$ cat config.mk
export PLATFORM = sky130hd
export DESIGN_NAME = module_boot_loader
export DESIGN_NICKNAME = d
export VERILOG_FILES = /design/src/rtl/pkg_boot_loader.sv /design/src/rtl/module_timeout_counter.sv /design/src/rtl/module_boot_loader.sv
export SDC_FILE = /design/constraint.sdc
export NUM_CORES = 1
export LEC_CHECK = 0
export CORE_ASPECT_RATIO = 0.9
export CORE_UTILIZATION = 60
export DETAILED_ROUTE_END_ITERATION = 16
export PLACE_DENSITY_LB_ADDON = 0.3
export SETUP_SLACK_MARGIN = 0.05
export SYNTH_ARGS = -nofsm -noshare
export SYNTH_HDL_FRONTEND = slang
export SYNTH_SLANG_ARGS = --single-unit
$ cat constraint.sdc
create_clock -name clk_i -period 7.91 [get_ports clk_i]
set_input_delay 2.373 -clock clk_i [delete_from_list [all_inputs] [get_ports clk_i]]
set_output_delay 2.373 -clock clk_i [all_outputs]
set_load 0.005 [all_outputs]
$ cat src/rtl/pkg_boot_loader.sv
// Shared types and constants for the boot loader: FSM states, error codes and
// the default packet start marker.
package pkg_boot_loader;

  typedef enum logic [2:0] {
    S_SYNC   = 3'd0,
    S_LEN_LO = 3'd1,
    S_LEN_HI = 3'd2,
    S_DATA   = 3'd3,
    S_CSUM   = 3'd4,
    S_RUN    = 3'd5,
    S_ERR    = 3'd6
  } state_e;

  typedef enum logic [1:0] {
    ERR_NONE    = 2'd0,
    ERR_CSUM    = 2'd1,
    ERR_TIMEOUT = 2'd2,
    ERR_LEN     = 2'd3
  } err_code_e;

  localparam logic [7:0] SYNC_BYTE_DEFAULT = 8'hA5;

  // States in which a packet is being received and the timeout is armed.
  function automatic logic is_busy(input state_e s);
    return (s == S_LEN_LO) || (s == S_LEN_HI) || (s == S_DATA) || (s == S_CSUM);
  endfunction

endpackage

$ cat src/rtl/module_timeout_counter.sv
// Inter-byte idle counter; expired_o pulses for one cycle so that the owner
// acts on it exactly TIMEOUT_CYCLES cycles after the last clear.
module module_timeout_counter #(
  parameter int TIMEOUT_CYCLES = 10_000_000
) (
  input  logic clk_i,
  input  logic rst_i,
  input  logic clear_i,
  input  logic enable_i,
  output logic expired_o
);

  localparam int CW = (TIMEOUT_CYCLES > 2) ? $clog2(TIMEOUT_CYCLES) : 2;
  // The pulse is registered, so it is raised one count early.
  localparam logic [CW-1:0] LAST = CW'(TIMEOUT_CYCLES - 2);

  logic [CW-1:0] cnt_q, cnt_d;
  logic          expired_q, expired_d;

  // Next count and expiry pulse.
  always_comb begin
    cnt_d     = cnt_q;
    expired_d = 1'b0;
    if (clear_i) begin
      cnt_d     = '0;
      expired_d = 1'b0;
    end else if (enable_i) begin
      cnt_d     = cnt_q + CW'(1);
      expired_d = (cnt_q == LAST);
    end else begin
      cnt_d     = cnt_q;
      expired_d = 1'b0;
    end
  end

  // Counter and pulse registers.
  always_ff @(posedge clk_i) begin
    if (rst_i) begin
      cnt_q     <= '0;
      expired_q <= 1'b0;
    end else begin
      cnt_q     <= cnt_d;
      expired_q <= expired_d;
    end
  end

  assign expired_o = expired_q;

endmodule

$ cat src/rtl/module_boot_loader.sv
// Boot sequencer: holds the core in reset, loads a framed byte stream into
// instruction memory, verifies length and XOR checksum, then releases the core.
module module_boot_loader
  import pkg_boot_loader::*;
#(
  parameter int         IMEM_DEPTH     = 1024,
  parameter int         TIMEOUT_CYCLES = 10_000_000,
  parameter logic [7:0] SYNC_BYTE      = SYNC_BYTE_DEFAULT
) (
  input  logic        clk_i,
  input  logic        rst_i,
  input  logic        rx_valid_i,
  input  logic [7:0]  rx_data_i,
  output logic        rx_ready_o,
  input  logic        reload_i,
  output logic        imem_we_o,
  output logic [31:0] imem_addr_o,
  output logic [31:0] imem_wdata_o,
  output logic        cpu_rst_o,
  output logic        busy_o,
  output logic        done_o,
  output logic        error_o,
  output logic [1:0]  err_code_o
);

  localparam int         IDXW    = $clog2(IMEM_DEPTH) + 1;
  localparam logic [16:0] DEPTH17 = 17'(IMEM_DEPTH);

  state_e            state_q, state_d;
  err_code_e         err_code_q, err_code_d;
  logic [15:0]       len_q, len_d;
  logic [IDXW-1:0]   word_idx_q, word_idx_d;
  logic [1:0]        byte_cnt_q, byte_cnt_d;
  logic [31:0]       wdata_q, wdata_d;
  logic [7:0]        csum_q, csum_d;
  logic              imem_we_q, imem_we_d;
  logic [31:0]       imem_addr_q, imem_addr_d;
  logic [31:0]       imem_wdata_q, imem_wdata_d;
  logic              rx_ready_q, rx_ready_d;
  logic              cpu_rst_q, cpu_rst_d;
  logic              busy_q, busy_d;
  logic              done_q, done_d;
  logic              error_q, error_d;

  logic              accept_s;
  logic              loading_s;
  logic              expired_s;

  assign accept_s  = rx_valid_i && rx_ready_q;
  assign loading_s = is_busy(state_q);

  module_timeout_counter #(
    .TIMEOUT_CYCLES(TIMEOUT_CYCLES)
  ) u_timeout (
    .clk_i    (clk_i),
    .rst_i    (rst_i),
    .clear_i  (accept_s || !loading_s),
    .enable_i (loading_s),
    .expired_o(expired_s)
  );

  // Next-state, packet assembly and registered output values.
  always_comb begin
    state_d      = state_q;
    err_code_d   = err_code_q;
    len_d        = len_q;
    word_idx_d   = word_idx_q;
    byte_cnt_d   = byte_cnt_q;
    wdata_d      = wdata_q;
    csum_d       = csum_q;
    imem_we_d    = 1'b0;
    imem_addr_d  = imem_addr_q;
    imem_wdata_d = imem_wdata_q;

    // A timeout wins over a byte arriving in the same cycle.
    if (loading_s && expired_s) begin
      state_d    = S_ERR;
      err_code_d = ERR_TIMEOUT;
    end else begin
      case (state_q)
        S_SYNC: begin
          word_idx_d = '0;
          byte_cnt_d = 2'd0;
          csum_d     = 8'd0;
          wdata_d    = 32'd0;
          if (accept_s && (rx_data_i == SYNC_BYTE)) begin
            state_d = S_LEN_LO;
          end else begin
            state_d = S_SYNC;
          end
        end
        S_LEN_LO: begin
          if (accept_s) begin
            len_d   = {len_q[15:8], rx_data_i};
            state_d = S_LEN_HI;
          end else begin
            state_d = S_LEN_LO;
          end
        end
        S_LEN_HI: begin
          if (accept_s) begin
            len_d = {rx_data_i, len_q[7:0]};
            if ({1'b0, len_d} > DEPTH17) begin
              state_d    = S_ERR;
              err_code_d = ERR_LEN;
            end else if (len_d == 16'd0) begin
              state_d = S_CSUM;
            end else begin
              state_d = S_DATA;
            end
          end else begin
            state_d = S_LEN_HI;
          end
        end
        S_DATA: begin
          if (accept_s) begin
            csum_d     = csum_q ^ rx_data_i;
            byte_cnt_d = byte_cnt_q + 2'd1;
            wdata_d[{byte_cnt_q, 3'b000} +: 8] = rx_data_i;
            if (byte_cnt_q == 2'd3) begin
              imem_we_d    = 1'b1;
              imem_addr_d  = 32'(word_idx_q) << 2;
              imem_wdata_d = {rx_data_i, wdata_q[23:0]};
              word_idx_d   = word_idx_q + IDXW'(1);
              if (16'(word_idx_q) == (len_q - 16'd1)) begin
                state_d = S_CSUM;
              end else begin
                state_d = S_DATA;
              end
            end else begin
              state_d = S_DATA;
            end
          end else begin
            state_d = S_DATA;
          end
        end
        S_CSUM: begin
          if (accept_s) begin
            if (rx_data_i == csum_q) begin
              state_d = S_RUN;
            end else begin
              state_d    = S_ERR;
              err_code_d = ERR_CSUM;
            end
          end else begin
            state_d = S_CSUM;
          end
        end
        S_RUN: begin
          if (reload_i) begin
            state_d = S_SYNC;
          end else begin
            state_d = S_RUN;
          end
        end
        S_ERR: begin
          word_idx_d = '0;
          byte_cnt_d = 2'd0;
          csum_d     = 8'd0;
          wdata_d    = 32'd0;
          if (accept_s && (rx_data_i == SYNC_BYTE)) begin
            state_d    = S_LEN_LO;
            err_code_d = ERR_NONE;
          end else begin
            state_d = S_ERR;
          end
        end
        default: begin
          state_d = S_SYNC;
        end
      endcase
    end

    rx_ready_d = (state_d != S_RUN);
    cpu_rst_d  = (state_d != S_RUN);
    done_d     = (state_d == S_RUN);
    busy_d     = is_busy(state_d);
    error_d    = (state_d == S_ERR);
  end

  // State and output registers.
  always_ff @(posedge clk_i) begin
    if (rst_i) begin
      state_q      <= S_SYNC;
      err_code_q   <= ERR_NONE;
      len_q        <= 16'd0;
      word_idx_q   <= '0;
      byte_cnt_q   <= 2'd0;
      wdata_q      <= 32'd0;
      csum_q       <= 8'd0;
      imem_we_q    <= 1'b0;
      imem_addr_q  <= 32'd0;
      imem_wdata_q <= 32'd0;
      rx_ready_q   <= 1'b1;
      cpu_rst_q    <= 1'b1;
      busy_q       <= 1'b0;
      done_q       <= 1'b0;
      error_q      <= 1'b0;
    end else begin
      state_q      <= state_d;
      err_code_q   <= err_code_d;
      len_q        <= len_d;
      word_idx_q   <= word_idx_d;
      byte_cnt_q   <= byte_cnt_d;
      wdata_q      <= wdata_d;
      csum_q       <= csum_d;
      imem_we_q    <= imem_we_d;
      imem_addr_q  <= imem_addr_d;
      imem_wdata_q <= imem_wdata_d;
      rx_ready_q   <= rx_ready_d;
      cpu_rst_q    <= cpu_rst_d;
      busy_q       <= busy_d;
      done_q       <= done_d;
      error_q      <= error_d;
    end
  end

  assign rx_ready_o   = rx_ready_q;
  assign imem_we_o    = imem_we_q;
  assign imem_addr_o  = imem_addr_q;
  assign imem_wdata_o = imem_wdata_q;
  assign cpu_rst_o    = cpu_rst_q;
  assign busy_o       = busy_q;
  assign done_o       = done_q;
  assign error_o      = error_q;
  assign err_code_o   = err_code_q;

endmodule

# Yosys cells after proc, flatten, opt, wreduce, memory -nomap -nowiden
# Cells that the tools add are included.
dict set report op_classes {
  add_sub_neg 5
  magnitude_cmp 1
  eq_ne 30
  shifts 2
  muxes 35
  bitwise_logic 7
  n_reduce_logical 28
}
# op n
set op_table {}
lappend op_table {{32-bit case mux with 2 select lines} 1}
lappend op_table {{32-bit bitwise mux} 1}
lappend op_table {{32-bit 2-to-1 mux} 1}
lappend op_table {{16-bit case mux with 2 select lines} 1}
lappend op_table {{8-bit by 7-bit variable shift with 32-bit output (first input constant)} 1}
lappend op_table {{8-bit by 7-bit indexed part select with 32-bit output} 1}
lappend op_table {{3-bit 2-to-1 mux} 10}
lappend op_table {{24-bit by 1-bit adder with 24-bit output (second input constant)} 1}
lappend op_table {{24-bit equality test (second input constant)} 1}
lappend op_table {{11-bit 2-to-1 mux} 2}
lappend op_table {{11-bit case mux with 2 select lines} 1}
lappend op_table {{3-bit case mux with 7 select lines} 1}
lappend op_table {{3-bit equality test (second input constant)} 6}
lappend op_table {{2-bit 2-to-1 mux} 9}
lappend op_table {{11-bit by 16-bit equality test with 1-bit output} 1}
lappend op_table {{16-bit by 11-bit > comparator with 1-bit output (second input constant)} 1}
lappend op_table {{16-bit zero test} 1}
lappend op_table {{16-bit 2-to-1 mux} 1}
lappend op_table {{8-bit 2-to-1 mux} 2}
lappend op_table {{8-bit case mux with 2 select lines} 1}
lappend op_table {{4-bit AND reduction} 4}
lappend op_table {{16-bit by 1-bit subtractor with 16-bit output (second input constant)} 1}
lappend op_table {{3-bit by 2-bit equality test with 1-bit output (second input constant)} 4}
lappend op_table {{6-bit AND reduction} 2}
lappend op_table {{other kinds (28)} 53}
dict set report totals {
  ff_bits 147
  input_bits 12
  output_inout_bits 72
  elab_cells 126
}

# Depth between registers and ports, before layout
# Gate-level depths: netlist of run 1.
dict set report depth {
  ltp_word 11
  mapped_depth 12
  depth_no_buf 10
}

# Modules after synthesis
# Synthesis of run 1 repeated with hierarchy kept, for this count alone.
dict set report unflattened {
  cells_unflattened 827
  area_unflattened_um2 6517.5
}
# mod instances cells_per_inst area_each_um2 seq_area_each_um2
set by_module_without_submodules {}
lappend by_module_without_submodules {module_boot_loader 1 684 5282.6 2282.2}
lappend by_module_without_submodules {module_timeout_counter 1 143 1234.9 500.5}

# Worst setup path before layout of run 1
# Ideal clock, no wire load.
dict set report synth_path {
  path_type {input to register}
  from {input rx_data_i[4]}
  to {register error_q (netlist: error_o)}
  setup_ns 0.123
  t_arrival_ns 3.973
  required_time_ns 7.787
  slack_ns 3.815
  stages 8
  path_buffers 1
  cell_sequence {clkbuf_1 -> or3_1 -> o41ai_1 -> o211ai_1 -> o211a_1 -> a211oi_1 -> a21o_1 -> nor3_1}
}
dict set report synth_between {
  elab_chain_cells 7
  elab_cells_between_ends 15
  classes_between {order compare: 1; eq/ne: 3; mux: 9; reduce/logical: 2}
}
# item line
set synth_rtl {}
lappend synth_rtl {{from (decl)} module_boot_loader.sv:13} ;# input logic [7:0] rx_data_i,
lappend synth_rtl {{parallel branches: the longest is 4 deep, another holds 16-bit by 11-bit > comparator with 1-bit output} n/a}
lappend synth_rtl {{3-bit case mux with 7 select lines *} module_boot_loader.sv:80} ;# case (state_q)
lappend synth_rtl {{3-bit 2-to-1 mux *} module_boot_loader.sv:76} ;# if (loading_s && expired_s) begin
lappend synth_rtl {{3-bit equality test *} module_boot_loader.sv:178} ;# error_d = (state_d == S_ERR);
lappend synth_rtl {{to (signal assigned)} module_boot_loader.sv:214} ;# error_q <= error_d;
lappend synth_rtl {{to (decl)} module_boot_loader.sv:43} ;# logic error_q, error_d;
# Every way passes the cells marked *.
# A chain may end at the register's enable or synchronous reset.

# Worst setup path after layout of run 1
dict set report layout_path {
  from {input rx_valid_i}
  to {register wdata_q[9]}
}
dict set report layout_between {
  elab_chain_cells 3
}
# item line
set layout_rtl {}
lappend layout_rtl {{from (decl)} module_boot_loader.sv:12} ;# input logic rx_valid_i,
lappend layout_rtl {{1-bit logical AND} module_boot_loader.sv:49} ;# assign accept_s = rx_valid_i && rx_ready_q;
lappend layout_rtl {{2-bit inequality test (no line)} n/a}
lappend layout_rtl {{3-bit AND reduction (no line)} n/a}
lappend layout_rtl {{to (signal assigned)} module_boot_loader.sv:205} ;# wdata_q <= wdata_d;
lappend layout_rtl {{to (decl)} module_boot_loader.sv:34} ;# logic [31:0] wdata_q, wdata_d;
# Every way passes these cells.

==> impl_metrics.toml, run 1 <==
[global_routing]
grt_usage = 0.279
grt_pass1_vias = 5254
grt_pass1_wl_mm = 25.0
grt_max_degree = 104
grt_antenna_before_repair = 0
grt-ovfl-total = 0

[clocking]
cts_resized = 0
clock_insertion_delay_worst_skew_ns = 0.42
path_clk_slew_ns = 0.07
cts_buffer_depth = 2
cts_made_buffers = 17
cts_root_buffer = "clkbuf_16"
cts_sinks = 139
htreeDepth = 4
cts_tree = "done"
post_cts_buffers = 0
cts_hold_buf = 0

[cells_and_area]
drive_gt1_frac = 0.0531
stdcell_area_um2 = 7620
antenna_cells = 0
nets = 856
fillers = 755
syn_to_final_growth_pct = 17.6

[synthesis]
synthFlopType = "dfxtp_1"
post-synth-top-area-cell = "dfxtp_1"
syn-instance-count = 800
ys_ff_latch = 139
synth_area_per_cell_um2 = 8.10
synthArstFlopShare = 0
netlist_area_um2 = 6480
synth_top_area_share = 0.430
ys_warn_count = 0
seq_area_frac_synth = 0.430
synth-edff-count = 0
synth.area.top_cells = "dfxtp_1 43%, nand2_1 8.2%, a21oi_1 6.0%"
synthDistinctLibCells = 57

[worst_setup_path]
crit_arrival_ns = 5.59
cp_slowest_cell = "a21oi_1"
timing.critical_path.cells = "clkdlybuf4s50_1 > and2_1 > a31oi_1 > a21oi_1 > nand2b_1 > nor3_1 > a22oi_1 > nor2_1"
r2r_start = "state_q[1]"
cpPeakStageDelay_ns = 0.88
end_kind = "flip-flop"
r2r_end = "wdata_q[9]"
r2r_cells = 7
critical_path_required_ns = 8.26
reg2reg_slack_ns = 4.40
criticalPathCategory = "in2reg"
cp_max_fo = 17
start_kind = "input pin"

[route]
ant_nets = 0
vias_per_cell = 5.88
via_count = 5745
first_iter_violations = 486
drt-total-wl_mm = 15.2
drcViolationCount = 5
wl_per_cell_um = 15.6
dr.pass1.iters = 11

[floorplanning]
core-area_um2 = 10400
die_w_um = 112
dieArea_um2 = 11200
rows = 35
ios = 84
die_y_um = 101
start_util = 0.624

[timing]
rsz0062_at_grt = "false"
fin_crit_ns = 5.24
period_share = 0.662
hold_viol_final = 0
setup-violations-final = 0
fin_skew_ns = 0.0103
worstMarginPinSlew_ns = 1.28
finalSetupTns_ns = 0
slew-limit-headroom = 0.137
fmax_ghz = 0.191
maxSlewViolCount = 0

[placement]
port_buffers = 62
dpl_cell_area_um2 = 6990
hpwlAfterDp_mm = 10.2
routabilityCongestion = 0.932

[outcome]
run_status = "finished, violations left"
failed_checks = "DRC"

[power]
p_int_uw = 1220
ir_drop_mv = 0.154
switching_share = 0.223
p_clk_frac = 0.533
seq_power_share = 0.445
power_switching_uw = 352
power_frac_comb = 0.023
power_uw = 1580
p_per_area_nw_per_um2 = 207
p_leak_uw = 0.00258

[job]
cap_viol_max_count = 0

[worst_hold_path]
hold_start = "imem_addr_o[5]"
whs_endpoint = "imem_addr_o[5]"
hold_depth = 2
hp-class = "reg2reg"
## flip-flops by register name (all words and copies together), names as in the netlist
signal	flops
imem_wdata_o	32
u_timeout.cnt_q	24
wdata_q	24
len_q	16
imem_addr_o	11
word_idx_q	11
csum_q	8
state_q	3
byte_cnt_q	2
err_code_o	2
busy_o	1
cpu_rst_o	1
done_o	1
error_o	1
imem_we_o	1
u_timeout.expired_o	1
## critical path, delay by kind of cell
family                 cells  cell delay [ns]
buffers and inverters      1             0.49
and+or+nand+nor            4             1.48
AOI/OAI and AO/OA          3             1.24
## power groups by stage
| stage | Combinational [uW] | Sequential, uW | Clock (uW) |
|---|---|---|---|
| 6_report | 35.7 | 701 | 840 |
| 3_5_place_dp | 34.5 | 716 | 0 |
| 3_3_place_gp | 34.1 | 716 | 0 |
| 5_1_grt | 38.2 | 700 | 879 |
| 2_1_floorplan | 30.2 | 716 | 0 |
| 4_1_cts | 34.8 | 701 | 844 |
## layer usage
metal | global-route usage | wire (um) | up-vias
met5 | 0 | 0 | -
met4 | 0.0998 | 207 | 0
met3 | 0.0511 | 1070 | 28
met2 | 0.473 | 7220 | 249
met1 | 0.359 | 6720 | 2705
li1 | - | - | 2763
## synth_stat cells, types with 4 or more instances
cell type and number:
xor2_1 26, a22oi_1 22, buf_4 22, nand3_1 20
o21ai_0 21, nor4b_1 6, nand2b_1 4, nor2_1 89
a31oi_1 4, nand3b_1 7, and3_1 11, nand4_1 13
xnor2_1 19, nand2_1 142, nor3_1 15, buf_2 7
clkbuf_1 38, mux2i_1 20, nor2b_1 14, dfxtp_1 139
a21oi_1 78, inv_1 13, nor4_1 7, ha_1 9
or3_1 9, and2_1 4
## through the flow
| step | setup slack, ns | util | hold slack (ns) | cells |
|---|---|---|---|---|
| after floorplan | 3.81 | - | 0.430 | 820 |
| after global placement | 2.67 | 0.674 | 0.443 | 945 |
| after detailed placement | 2.36 | 0.674 | 0.445 | 945 |
| after CTS | 2.77 | 0.734 | 0.454 | 977 |
| after global routing | 2.33 | 0.734 | 0.471 | 977 |
| final | 2.67 | 0.734 | 0.452 | 977 |
## cell type report
type,count,area (um2),share of cell area
clock buffers,19,443,0.0581
clock inverters,13,181,0.0238
inverters,13,48.8,0.00640
multi-input cells,598,3360,0.440
flip-flops and latches,139,2780,0.365
well taps,129,161,0.0212
repair buffers,66,646,0.0847
## how the worst max path moves through the flow
stage / from / to / depth (start not counted)
3_5_place_dp: rx_valid_i / wdata_q[9] / 8
5_1_grt: rx_valid_i / wdata_q[11] / 8
6_report: rx_valid_i / wdata_q[9] / 8
4_1_cts: rx_valid_i / wdata_q[9] / 8
2_1_floorplan: rx_data_i[4] / error_o / 8
3_3_place_gp: rx_valid_i / imem_wdata_o[21] / 9
## cell usage in the layout (no fill, tap or decap), drive strengths merged, types with 8 or more instances in the layout
cell type	synthesis	layout
clkbuf	38	19
nand3	20	20
ha	9	9
and3	11	11
nor3	15	15
nor4	8	8
nand4	13	13
nor2	89	89
or3	10	10
a21oi	78	78
inv	13	19
dfxtp	139	139
nand2	142	142
mux2i	20	20
a22oi	22	22
nor2b	14	14
xnor2	19	19
clkdlybuf4s50	0	61
o21ai	22	22
xor2	26	26
conb	1	21
## logic make-up (layout without fill, tap and decap cells)
logic type / count (synthesis) / count (layout) / share of synthesized area
XOR/XNOR: 45 / 45 / 0.0608
adder cells (fa/ha/maj): 9 / 9 / 0.0174
buffers and inverters: 83 / 111 / 0.0645
other: 1 / 21 / 0.000579
multiplexers: 20 / 20 / 0.0309
AND/OR/NAND/NOR: 354 / 354 / 0.256
AO/OA/AOI/OAI: 149 / 149 / 0.141
flip-flops: 139 / 139 / 0.430
Power figures use the tool's default switching activity.
==> run 2, diff against run 1 <==
Settings changed: CORE_UTILIZATION 60 to 55.
Clock period 7.91 ns to 5.1 ns, I/O delays scaled along.
==> run 2 against run 1 <==
  * The run now ends clean
  * Critical endpoint is now wdata_q[14]
  * Highest routed layer unchanged
  * Largest power group unchanged
  * Routed wire length is 1.6% higher
  * Clock skew is 0.0021 ns lower
  * Sequential share of layout area is 0.066 points higher
  * Core utilization is 6.9 points lower
==> impl_metrics.toml, run 2 (synthesis gave the netlist of run 1 again) <==
[cells_and_area]
largest_reg_flops = 32
drive_gt1_frac = 0.0519
layout_commonest_cell = "nand2_1"
syn_to_final_growth_pct = 17.4
nets = 858
final_cell_mix = "142 x nand2_1, 139 x dfxtp_1, 88 x nor2_1, 78 x a21oi_1, 61 x clkdlybuf4s50_1"
fillers = 962
antenna_cells = 0

[timing]
fin_crit_ns = 3.99
hold_viol_final = 0
fin_ws_ns = 1.11
rsz0062_at_grt = "false"
finalSetupTns_ns = 0
fmax_ghz = 0.251
fin_skew_ns = 0.00825
setup-violations-final = 0
worstMarginPinSlew_ns = 1.09
maxSlewViolCount = 0
period_share = 0.781
slew-limit-headroom = 0.261

[worst_setup_path]
crit_arrival_ns = 4.33
cpPeakStageDelay_ns = 0.84
timing.critical_path.cells = "clkdlybuf4s50_1 > and2_1 > a31oi_1 > a21oi_1 > nand2b_1 > nor3_1 > a22oi_1 > nor2_1"
critical_path_required_ns = 5.45
cp_slowest_cell = "nor3_1"
start_kind = "input pin"
criticalPathCategory = "in2reg"
end_kind = "flip-flop"
crit_buf_inv = 1
path_delay_family = "simple AND/OR/NAND/NOR gates"
cp_max_fo = 10

[route]
dr.pass1.iters = 5
vias_per_cell = 5.71
first_iter_violations = 493
wl_per_cell_um = 15.4
drt-total-wl_mm = 15.5
ant_nets = 0
drcViolationCount = 0
via_count = 5732

[clocking]
cts_hold_buf = 0
cts_root_buffer = "clkbuf_16"
cts_made_buffers = 17
cts_buffer_depth = 2
htreeDepth = 4
cts_tree = "done"
path_clk_slew_ns = 0.06
cts_resized = 0
post_cts_buffers = 0
clock_insertion_delay_worst_skew_ns = 0.42
cts_sinks = 139

[global_routing]
grt_pass1_wl_mm = 25.2
grt_pass1_vias = 5149
grt_usage = 0.264
grt_max_degree = 103
grt_antenna_before_repair = 0
grt-ovfl-total = 0

[job]
cap_viol_max_count = 0

[power]
p_per_area_nw_per_um2 = 300
ir_drop_mv = 0.247
p_leak_uw = 0.00255

[floorplanning]
die_y_um = 105
dieArea_um2 = 12200
start_util = 0.567
core-area_um2 = 11400
die_w_um = 116
rows = 37
ios = 84

[placement]
place_ws_ns = 0.724
routabilityCongestion = 0.903
hpwlAfterDp_mm = 10.5
port_buffers = 62

[outcome]
run_status = "finished, final reports clean"

[worst_hold_path]
hp-class = "reg2reg"
## run 2: changes by cell type in the layout (fill, tap and decap cells not counted)
cell	before	now
buf_12	0	1
buf_4	4	5
bufinv_16	3	1
clkbuf_1	1	2
clkbuf_8	1	3
clkinv_2	0	3
clkinv_4	3	1
clkinvlp_4	1	2
inv_6	4	0
inv_8	2	0
nor4b_1	6	5
nor4b_2	0	1
## run 2: stage by stage
| stage | area, um2 | instances | hold slack (ns) | utilization | total power (uW) |
|---|---|---|---|---|---|
| 2_1_floorplan | 6550 | 820 | 0.430 | - | 1160 |
| 3_3_place_gp | 7060 | 974 | 0.441 | 0.617 | 1170 |
| 3_5_place_dp | 7060 | 974 | 0.445 | 0.617 | 1170 |
| 4_1_cts | 7600 | 1003 | 0.452 | 0.665 | 2290 |
| 5_1_grt | 7600 | 1003 | 0.469 | 0.665 | 2340 |
| 6_report | 7600 | 1003 | 0.451 | 0.665 | 2280 |
## run 2: path summary, 6_finish.rpt
| path | cells after the start | to | startpoint | slack (ns) |
|---|---|---|---|---|
| setup reg to reg | 9 | state_q[1] | len_q[0] | 1.76 |
| setup / recovery | 8 | wdata_q[14] | rx_valid_i | 1.11 |
| hold reg to reg | 2 | wdata_q[16] | wdata_q[16] | 0.45 |
| hold / removal | 2 | wdata_q[16] | wdata_q[16] | 0.45 |
## run 2: final cells by class
| type | instances | area [um2] | share of cell area |
|---|---|---|---|
| timing repair buffer | 68 | 673 | 0.0885 |
| multi-input combinational | 598 | 3360 | 0.442 |
| tap | 156 | 195 | 0.0257 |
| inverter | 13 | 48.8 | 0.00642 |
| clock inverter | 7 | 68.8 | 0.00905 |
| clock buffer | 22 | 474 | 0.0624 |
| sequential | 139 | 2780 | 0.366 |
## run 2: where the power goes
group	switching (uW)	internal [uW]
combinational	41.6	14.9
sequential	0.694	1090
clock	438	697
## run 2: worst register-to-register path, stage by stage (launching register included)
cell,delay (ns)
dfxtp_1,0.38
inv_1,0.09
ha_1,0.30
nor4b_1,0.92
and3_1,0.31
o2111ai_1,0.21
a2111oi_1,0.40
a21oi_1,0.16
nor3_1,0.34
nor2_1,0.07
## run 2: routing by layer
layer	vias to the layer above	track usage	wire [um]	part of all wire
li1	2762	-	-	-
met1	2737	0.366	7060	0.46
met2	210	0.393	7110	0.46
met3	23	0.0679	1030	0.067
met4	0	0.0879	246	0.016
met5	-	0	0	0
==> run 3, diff against run 2 <==
Clock period 5.1 ns to 4.2 ns, I/O delays scaled along.
==> run 3 against run 2 <==
  * Flip-flop and latch count unchanged
  * Global-route usage is 0.61 points higher
  * Largest power group unchanged
  * Clock skew grew 0.0060 ns
  * Critical path depth did not move
  * Clock power increased by 46%
  * Combinational power grew 24%
  * Routed wire length grew 1.5%
  * Die area unchanged
  * Cell area is 2.1% higher
==> impl_metrics.toml, run 3 (synthesis gave the netlist of run 1 again) <==
[power]
p_int_uw = 2420
power_switching_uw = 629
power_frac_comb = 0.023
p_clk_frac = 0.544
switching_share = 0.207
p_leak_uw = 0.00265
seq_power_share = 0.433
p_per_area_nw_per_um2 = 392
ir_drop_mv = 0.435

[floorplanning]
start_util = 0.567
rows = 37
die_y_um = 105
dieArea_um2 = 12200
die_w_um = 116
core-area_um2 = 11400
ios = 84

[placement]
routabilityCongestion = 0.925
port_buffers = 62
hpwlAfterDp_mm = 10.5
place_ws_ns = 0.501
dp_cells = 983

[clocking]
post_cts_buffers = 0
cts_tree = "done"
cts_resized = 0
cts_sinks = 139
clock_insertion_delay_worst_skew_ns = 0.43
cts_buffer_depth = 2
path_clk_slew_ns = 0.06
cts_made_buffers = 17
htreeDepth = 4
cts_root_buffer = "clkbuf_16"
cts_hold_buf = 0

[worst_setup_path]
reg2reg_slack_ns = 1.20
end_kind = "flip-flop"
cp_slowest_cell = "clkdlybuf4s50_1"
timing.critical_path.cells = "clkdlybuf4s50_1 > or3_1 > o41ai_1 > o211ai_1 > o211a_1 > a211oi_1 > a21o_1 > nor3_1"
start_kind = "input pin"
r2r_cells = 9
r2r_start = "len_q[0]"
crit_arrival_ns = 3.60
r2r_end = "error_o"
cpPeakStageDelay_ns = 0.65
criticalPathCategory = "in2reg"
critical_path_required_ns = 4.49
cp_max_fo = 11

[timing]
fmax_ghz = 0.303
hold_viol_final = 0
maxSlewViolCount = 0
setup-violations-final = 0
fin_ws_ns = 0.897
fin_crit_ns = 3.30
finalSetupTns_ns = 0
period_share = 0.786
fin_skew_ns = 0.0143
slew-limit-headroom = 0.308
rsz0062_at_grt = "false"
hold-worst-slack_ns = 0.452
worstMarginPinSlew_ns = 1.04

[cells_and_area]
final_cell_mix = "142 x nand2_1, 139 x dfxtp_1, 88 x nor2_1, 78 x a21oi_1, 61 x clkdlybuf4s50_1"
largest_reg_flops = 32
finalNonFillerCells = 1015
nets = 867
layout_commonest_cell = "nand2_1"
antenna_cells = 0
fillers = 937
syn_to_final_growth_pct = 19.9
drive_gt1_frac = 0.0640

[global_routing]
grt_antenna_before_repair = 0
grt_max_degree = 103
grt_usage = 0.270
grt-ovfl-total = 0
grt_pass1_wl_mm = 26.0
grt_pass1_vias = 5361

[route]
first_iter_violations = 472
dr.pass1.iters = 5
vias_per_cell = 5.71
ant_nets = 0
via_count = 5799
wl_per_cell_um = 15.5
drt-total-wl_mm = 15.7
drcViolationCount = 0

[worst_hold_path]
hold_start = "imem_wdata_o[18]"
hold_depth = 2
whs_endpoint = "imem_wdata_o[18]"
hp-class = "reg2reg"

[outcome]
run_status = "finished, final reports clean"

[job]
cap_viol_max_count = 0
-- run 3: changes by cell type in the layout (fill, tap and decap cells not counted), sizes merged --
cell,delta
clkinvlp,-2
bufinv,+4
clkbuf,-2
buf,+9
clkinv,-2
inv,+5
-- run 3: critical path: cells and delay by family --
family                 cells  cell delay (ns)
AOI/OAI and AO/OA          5             1.09
buffers and inverters      1             0.65
and+or+nand+nor            2             0.59
-- run 3: final cells by class --
type	count	area (um2)	share of cell area
tap	156	195	0.0251
clock buffer	20	447	0.0575
clock inverter	12	208	0.0267
multi-input combinational	598	3360	0.432
inverter	13	48.8	0.00628
sequential	139	2780	0.358
timing repair buffer	77	728	0.0938
-- run 3: metrics by stage --
step / cell area, um2 / total power [uW] / util
2_1_floorplan: 6550 / 1410 / -
3_3_place_gp: 7110 / 1420 / 0.622
3_5_place_dp: 7110 / 1420 / 0.622
4_1_cts: 7760 / 3060 / 0.679
5_1_grt: 7760 / 3130 / 0.679
6_report: 7760 / 3050 / 0.679
-- run 3: power groups by stage --
stage	Sequential [uW]	Combinational, uW	Clock [uW]
3_3_place_gp	1350	67.9	0
3_5_place_dp	1350	68.7	0
5_1_grt	1320	76.8	1730
6_report	1320	70.1	1660
4_1_cts	1320	69.0	1670
2_1_floorplan	1350	56.9	0
-- run 3: worst max-delay path by stage --
stage | from | endpoint | slack (ns)
detailed placement | rx_data_i[3] | error_o | 0.50
floorplan | rx_data_i[4] | error_o | 1.22
CTS | rx_data_i[3] | error_o | 0.91
global route | rx_data_i[3] | busy_o | 0.72
global placement | rx_data_i[3] | busy_o | 0.56
finish | rx_data_i[3] | error_o | 0.90
-- run 3: routing by layer --
metal | track usage | wire length, um | up-vias
met5 | 0 | 0 | -
met4 | 0.0678 | 126 | 0
met3 | 0.0586 | 1030 | 16
met2 | 0.424 | 7400 | 219
met1 | 0.372 | 7130 | 2778
li1 | - | - | 2786
